--- src/rtl/fp_mul_seq.sv ---
// fp_mul_seq: sequential IEEE-754 binary32 multiplier.
// Operands are latched on start in IDLE. A 24-step shift-add multiply runs in
// MUL, followed by one NORM cycle, one ROUND cycle and a one-cycle DONE strobe.
// Special operands (NaN, Inf, zero, subnormal) go straight from IDLE to DONE.
// Subnormals are treated as zero, and results that underflow are flushed to zero.
// Optional macro FP_MUL_ROUND_EN: when it is defined, ROUND does
// round-to-nearest-even. When it is undefined, ROUND truncates. Both builds
// have the same latency.
module fp_mul_seq (
  input  logic        clk,
  input  logic        rst,
  input  logic        start,
  input  logic [31:0] A_in,
  input  logic [31:0] B_in,
  output logic [31:0] result_out,
  output logic        done,
  output logic        busy
);

`ifdef FP_MUL_ROUND_EN
  localparam logic ROUND_EN = 1'b1;
`else
  localparam logic ROUND_EN = 1'b0;
`endif

  localparam logic [31:0] QNAN = 32'h7FC0_0000;

  typedef enum logic [2:0] {
    IDLE  = 3'd0,
    MUL   = 3'd1,
    NORM  = 3'd2,
    ROUND = 3'd3,
    DONE  = 3'd4
  } state_t;

  state_t state_r;
  state_t state_nxt_s;

  logic [31:0] a_r;
  logic [31:0] b_r;
  logic [4:0]  step_r;
  logic [47:0] prod_r;
  logic        sticky_r;
  logic        norm_r;

  // Operand classification helpers (exponent 0 counts as zero: subnormals flush)
  function automatic logic is_nan(input logic [31:0] x);
    return (x[30:23] == 8'hFF) && (x[22:0] != 23'h0);
  endfunction

  function automatic logic is_inf(input logic [31:0] x);
    return (x[30:23] == 8'hFF) && (x[22:0] == 23'h0);
  endfunction

  function automatic logic is_zero(input logic [31:0] x);
    return (x[30:23] == 8'h00);
  endfunction

  logic        special_s;
  logic [31:0] special_res_s;
  logic        in_sign_s;

  // Detect operands that bypass the multiplier and compute their fixed result
  always_comb begin
    special_s     = 1'b0;
    special_res_s = 32'h0;
    in_sign_s     = A_in[31] ^ B_in[31];
    if (is_nan(A_in) || is_nan(B_in) ||
        (is_inf(A_in) && is_zero(B_in)) || (is_zero(A_in) && is_inf(B_in))) begin
      special_s     = 1'b1;
      special_res_s = QNAN;
    end else if (is_inf(A_in) || is_inf(B_in)) begin
      special_s     = 1'b1;
      special_res_s = {in_sign_s, 8'hFF, 23'h0};
    end else if (is_zero(A_in) || is_zero(B_in)) begin
      special_s     = 1'b1;
      special_res_s = {in_sign_s, 31'h0};
    end else begin
      special_s     = 1'b0;
      special_res_s = 32'h0;
    end
  end

  // One shift-add step: add the multiplicand into the upper half, then shift right
  logic [23:0] a_mant_s;
  logic [23:0] b_mant_s;
  logic        b_bit_s;
  logic [24:0] sum_s;

  always_comb begin
    a_mant_s = {1'b1, a_r[22:0]};
    b_mant_s = {1'b1, b_r[22:0]};
    b_bit_s  = b_mant_s[step_r];
    if (b_bit_s) begin
      sum_s = {1'b0, prod_r[47:24]} + {1'b0, a_mant_s};
    end else begin
      sum_s = {1'b0, prod_r[47:24]};
    end
  end

  // Rounding and final packing. After NORM the leading one sits at prod_r[46].
  logic        sign_s;
  logic [9:0]  exp_base_s;
  logic [9:0]  exp_fin_s;
  logic [23:0] mant_s;
  logic        guard_s;
  logic        round_s;
  logic        sticky_s;
  logic        inc_s;
  logic [24:0] mant_rnd_s;
  logic [22:0] frac_s;
  logic        carry_s;
  logic [31:0] round_res_s;

  always_comb begin
    sign_s     = a_r[31] ^ b_r[31];
    exp_base_s = {2'b00, a_r[30:23]} + {2'b00, b_r[30:23]} - 10'd127;
    mant_s     = prod_r[46:23];
    guard_s    = prod_r[22];
    round_s    = prod_r[21];
    sticky_s   = (|prod_r[20:0]) | sticky_r;
    inc_s      = ROUND_EN & guard_s & (round_s | sticky_s | mant_s[0]);
    mant_rnd_s = {1'b0, mant_s} + {24'h0, inc_s};
    carry_s    = mant_rnd_s[24];
    if (carry_s) begin
      frac_s = mant_rnd_s[23:1];
    end else begin
      frac_s = mant_rnd_s[22:0];
    end
    exp_fin_s = exp_base_s + {9'h0, norm_r} + {9'h0, carry_s};
    if ($signed(exp_fin_s) >= $signed(10'sd255)) begin
      round_res_s = {sign_s, 8'hFF, 23'h0};
    end else if ($signed(exp_fin_s) <= $signed(10'sd0)) begin
      round_res_s = {sign_s, 31'h0};
    end else begin
      round_res_s = {sign_s, exp_fin_s[7:0], frac_s};
    end
  end

  // Next-state decode for the sequencing FSM
  always_comb begin
    state_nxt_s = state_r;
    case (state_r)
      IDLE: begin
        if (start) begin
          if (special_s) begin
            state_nxt_s = DONE;
          end else begin
            state_nxt_s = MUL;
          end
        end else begin
          state_nxt_s = IDLE;
        end
      end
      MUL: begin
        if (step_r == 5'd23) begin
          state_nxt_s = NORM;
        end else begin
          state_nxt_s = MUL;
        end
      end
      NORM:    state_nxt_s = ROUND;
      ROUND:   state_nxt_s = DONE;
      DONE:    state_nxt_s = IDLE;
      default: state_nxt_s = IDLE;
    endcase
  end

  // State register plus registered done/busy, which follow the next state
  always_ff @(posedge clk or negedge rst) begin
    if (!rst) begin
      state_r <= IDLE;
      done    <= 1'b0;
      busy    <= 1'b0;
    end else begin
      state_r <= state_nxt_s;
      done    <= (state_nxt_s == DONE);
      busy    <= (state_nxt_s != IDLE);
    end
  end

  // Datapath: latch operands, run the multiply steps, normalise, write the result
  always_ff @(posedge clk or negedge rst) begin
    if (!rst) begin
      a_r        <= 32'h0;
      b_r        <= 32'h0;
      step_r     <= 5'd0;
      prod_r     <= 48'h0;
      sticky_r   <= 1'b0;
      norm_r     <= 1'b0;
      result_out <= 32'h0;
    end else begin
      case (state_r)
        IDLE: begin
          if (start) begin
            a_r      <= A_in;
            b_r      <= B_in;
            step_r   <= 5'd0;
            prod_r   <= 48'h0;
            sticky_r <= 1'b0;
            norm_r   <= 1'b0;
            if (special_s) begin
              result_out <= special_res_s;
            end
          end
        end
        MUL: begin
          prod_r <= {sum_s, prod_r[23:1]};
          step_r <= step_r + 5'd1;
        end
        NORM: begin
          if (prod_r[47]) begin
            prod_r   <= {1'b0, prod_r[47:1]};
            sticky_r <= prod_r[0];
            norm_r   <= 1'b1;
          end else begin
            sticky_r <= 1'b0;
            norm_r   <= 1'b0;
          end
        end
        ROUND: begin
          result_out <= round_res_s;
        end
        default: begin
        end
      endcase
    end
  end

endmodule

--- config.mk ---
export PLATFORM = sky130hd
export DESIGN_NAME = fp_mul_seq
export DESIGN_NICKNAME = d
export VERILOG_FILES = /design/src/rtl/fp_mul_seq.sv
export SDC_FILE = /design/constraint.sdc
export NUM_CORES = 1
export LEC_CHECK = 0
export BUFFER_PORTS_ARGS = -buffer_cell sky130_fd_sc_hd__buf_2
export CELL_PAD_IN_SITES_DETAIL_PLACEMENT = 2
export CELL_PAD_IN_SITES_GLOBAL_PLACEMENT = 2
export CORE_AREA = 2 2 143 145
export CTS_CLUSTER_SIZE = 28
export DETAILED_ROUTE_END_ITERATION = 7
export DIE_AREA = 0 0 145 147
export GPL_ROUTABILITY_DRIVEN = 0
export PLACE_DENSITY = 0.83
export SYNTH_ARGS = -nofsm -noshare
export SYNTH_HDL_FRONTEND = slang
export SYNTH_SLANG_ARGS = --single-unit
export TNS_END_PERCENT = 10
--- constraint.sdc ---
create_clock -name clk -period 3.9 [get_ports clk]
set_input_delay 0.78 -clock clk [delete_from_list [all_inputs] [get_ports clk]]
set_output_delay 0.78 -clock clk [all_outputs]
set_load 0.03 [all_outputs]
==> results.md <==
* Initial antenna violation count at 1
* Startpoint types: register
* Sequential fraction of the synthesis area at roughly 45%
* CP Capture Type: register
* Initial core utilization at between 30% and 40%
* Final Hold Fails at 0
* Synth async-reset ratio at 100%
* Reg2reg setup slack at between 0.2 and 0.3 ns
* Mapped Area at around 7400 um^2
* Reg clk slew, reported paths at 0.06 ns
* Post-synth cell types at between 60 and 70
* Mean post-synth cell area at 10.6 um^2
* Crit path arrival time at 3.96 ns
* Post-CTS Hold Buffers at 0
* Max Fanout on Critical Path at 22
* CP max-delay cell: fa_1
* Outcome: complete, no violations
* Post-DRT Antenna Nets at 0
* Relative slew slack at 31.3%
* Top_reg_cell synth: dfrtp_1
* Maximum vdd drop at roughly 0.53 mV
* Setup Fix Bufs, Post-CTS at 0
* Die Width at around 150 um
* Post-synth EDFFs at 0
* Clock Root Buffer: clkbuf_16
* GRT Util Overall at around a quarter
* Fill count at about 2100
* Number of placed cells counting well taps at between 1000 and 1500
* Total gr overflow at 0
* RSZ-0062 raised after global routing: false
* Critical Path Stages at 13
* Cell Pwr Density at 1060 nW/um^2
* Routed vias/inst at between 5 and 6
* Period utilisation layout at between 90 and 100%
* Fmax at between 200 and 300 MHz
* Hold Path Class: primary input to async pin
* Synth Instances at 699
* Yosys reg bits at 132
* I/O Buffers at 100
* Critical R2R Launch: a_r[23]
* Final TNS setup at 0 ns
* Crit path max-delay family: simple AND/OR/NAND/NOR gates
* Yosys warns at 0
* Vias in the first global route at 7045
* CTS H-tree lvls at 4
* Crit path largest cell delay at between 0.4 and 0.5 ns
* Fin util at 44.4%
* CP required at roughly 4.2 ns
* Share of cells above drive strength 1 at 26.1%
* Total CTS buffers at 17
* 1st-iter DRT viols at roughly 300
* RR Endpoint: result_out[21]
* Measured slew at the worst slew-check pin at around 1.0 ns
* First-pass GRT wire length at ~40000 um
* Minimum clock period at roughly 3.6 ns
* Top cells by count, synth: dfrtp_1 (132), mux2_2 (61), nor2_1 (55), o21ai_0 (43), nand2_1 (42)
* Nets at about 900
* Cell with the most instances after synthesis: dfrtp_1
* Crit-path cells: inv_1 > ha_1 > inv_1 > ha_1 > fa_1 > a21o_1 > a211oi_1 > nor2_1 > or4_1 > nor4_1 > o21ai_1 > and3_4 > a22o_1
* First-pass DRT Iterations at 4
* Clock Skew at ~0.011 ns
* Core area at approximately 20000 um^2
* Row Count at 52
* Sink Count at around 130
* Syn Nets at ~810
* Top cells by area, synth: dfrtp_1 (45%), mux2_2 (9.3%), ha_1 (6.8%)
* Crit path buffers/inverters at 2
* Final WL at 24400 um
* IO Count at just over 100
* DP HPWL at around 18000 um
* Largest net degree at the start of global routing at between 60 and 70
* Drt wl/cell at about 23 um
* # DRC at 0
* Clock buffer depth at 2
* Worst Setup Path Type: register to register
* Die height at ~150 um
* Worst reg-to-reg path cell count at 13
* Top cell type's share of synthesized area at approximately 45%
* Skew-Pair Late Insertion Delay at approximately 0.44 ns
* Yosys top cell by area: dfrtp_1
* Lkg Pwr at between 0.004 and 0.005 uW
* Vias at roughly 6200
* TritonCTS clock tree: done
* Final setup viols at 0
* Finished Layout Cells at 1084
* Final slew viol count at 0
* Area grow syn2layout at 19.4%
* Max-Cap Viols at 0
* Die area at between 20000 and 25000 um^2
-- cell families after synthesis --
| logic type | share of synthesized area, % |
|---|---|
| AO/OA/AOI/OAI | 18.1 |
| AND/OR/NAND/NOR | 12.5 |
| flip-flops | 44.8 |
| multiplexers | 11.3 |
| buffers and inverters | 2.82 |
| adder cells (fa/ha/maj) | 7.33 |
| XOR/XNOR | 3.09 |
-- where the power goes --
part	switching, uW	internal [uW]
logic	2990	2110
clock network	693	977
registers	575	2010
total	4260	5100
-- area by class of cell --
class / instances / area [um^2] / area share (%)
tap: 270 / 338 / 3.84
clock inverter: 14 / 168 / 1.90
timing repair buffer: 110 / 591 / 6.71
clock buffer: 18 / 439 / 4.99
multi-input combinational: 516 / 3880 / 44.1
sequential: 132 / 3300 / 37.5
inverter: 23 / 86.3 / 0.980
antenna: 1 / 2.50 / 0.0284
-- routing by layer --
metal  track usage, %  vias up  share of wire (%)
li1                 -     2842                  -
met1             29.0     3224                 42
met2             42.5      134                 52
met3             4.13       47                3.3
met4             9.21        0                2.8
met5                0        -                  0
-- worst max-delay path by stage --
| stage | start | end |
|---|---|---|
| after global placement | norm_r | result_out[17] |
| after global routing | a_r[23] | result_out[21] |
| final | a_r[23] | result_out[21] |
| after floorplan | a_r[23] | result_out[0] |
| after CTS | a_r[23] | result_out[21] |
| after detailed placement | a_r[23] | result_out[21] |
-- layout by cell type (no fill, tap or decap), types with 8 or more instances in the layout --
cell type / instances
dfrtp_1: 132
buf_2: 99
mux2_2: 61
nor2_1: 55
nand2_1: 42
o21ai_0: 42
ha_1: 40
a21oi_1: 35
a22o_1: 24
inv_1: 23
clkbuf_16: 17
nand4_1: 16
a21o_1: 15
xnor2_1: 15
nor4_1: 12
xor2_1: 11
nand3_1: 11
and3_1: 10
buf_4: 10
a221oi_1: 9
a211oi_1: 8
-- flip-flops by register name, indices dropped and copies added (netlist names) --
name and count:
a_r 32, b_r 32, busy 1, done 1, norm_r 1, prod_r 25
result_out 32, state_r 3, step_r 5
-- stage by stage --
| stage | power (uW) | setup WS, ns | instance area [um^2] | hold WS [ns] |
|---|---|---|---|---|
| 2_1_floorplan | 6230 | 0.793 | 7370 | 0.467 |
| 3_3_place_gp | 7110 | 0.437 | 8190 | 0.482 |
| 3_5_place_dp | 7580 | 0.0723 | 8190 | 0.494 |
| 4_1_cts | 9410 | 0.0640 | 8800 | 0.492 |
| 5_1_grt | 10000 | 0.143 | 8800 | 0.522 |
| 6_report | 9360 | 0.253 | 8810 | 0.463 |
-- what timing repair did --
item	CTS	global route
hold endpoints to repair	0	0
cloned	0	0
resized for setup	1	3
endpoints found under the setup margin	22	22
Note: power is estimated with default switching activity, not from simulation.
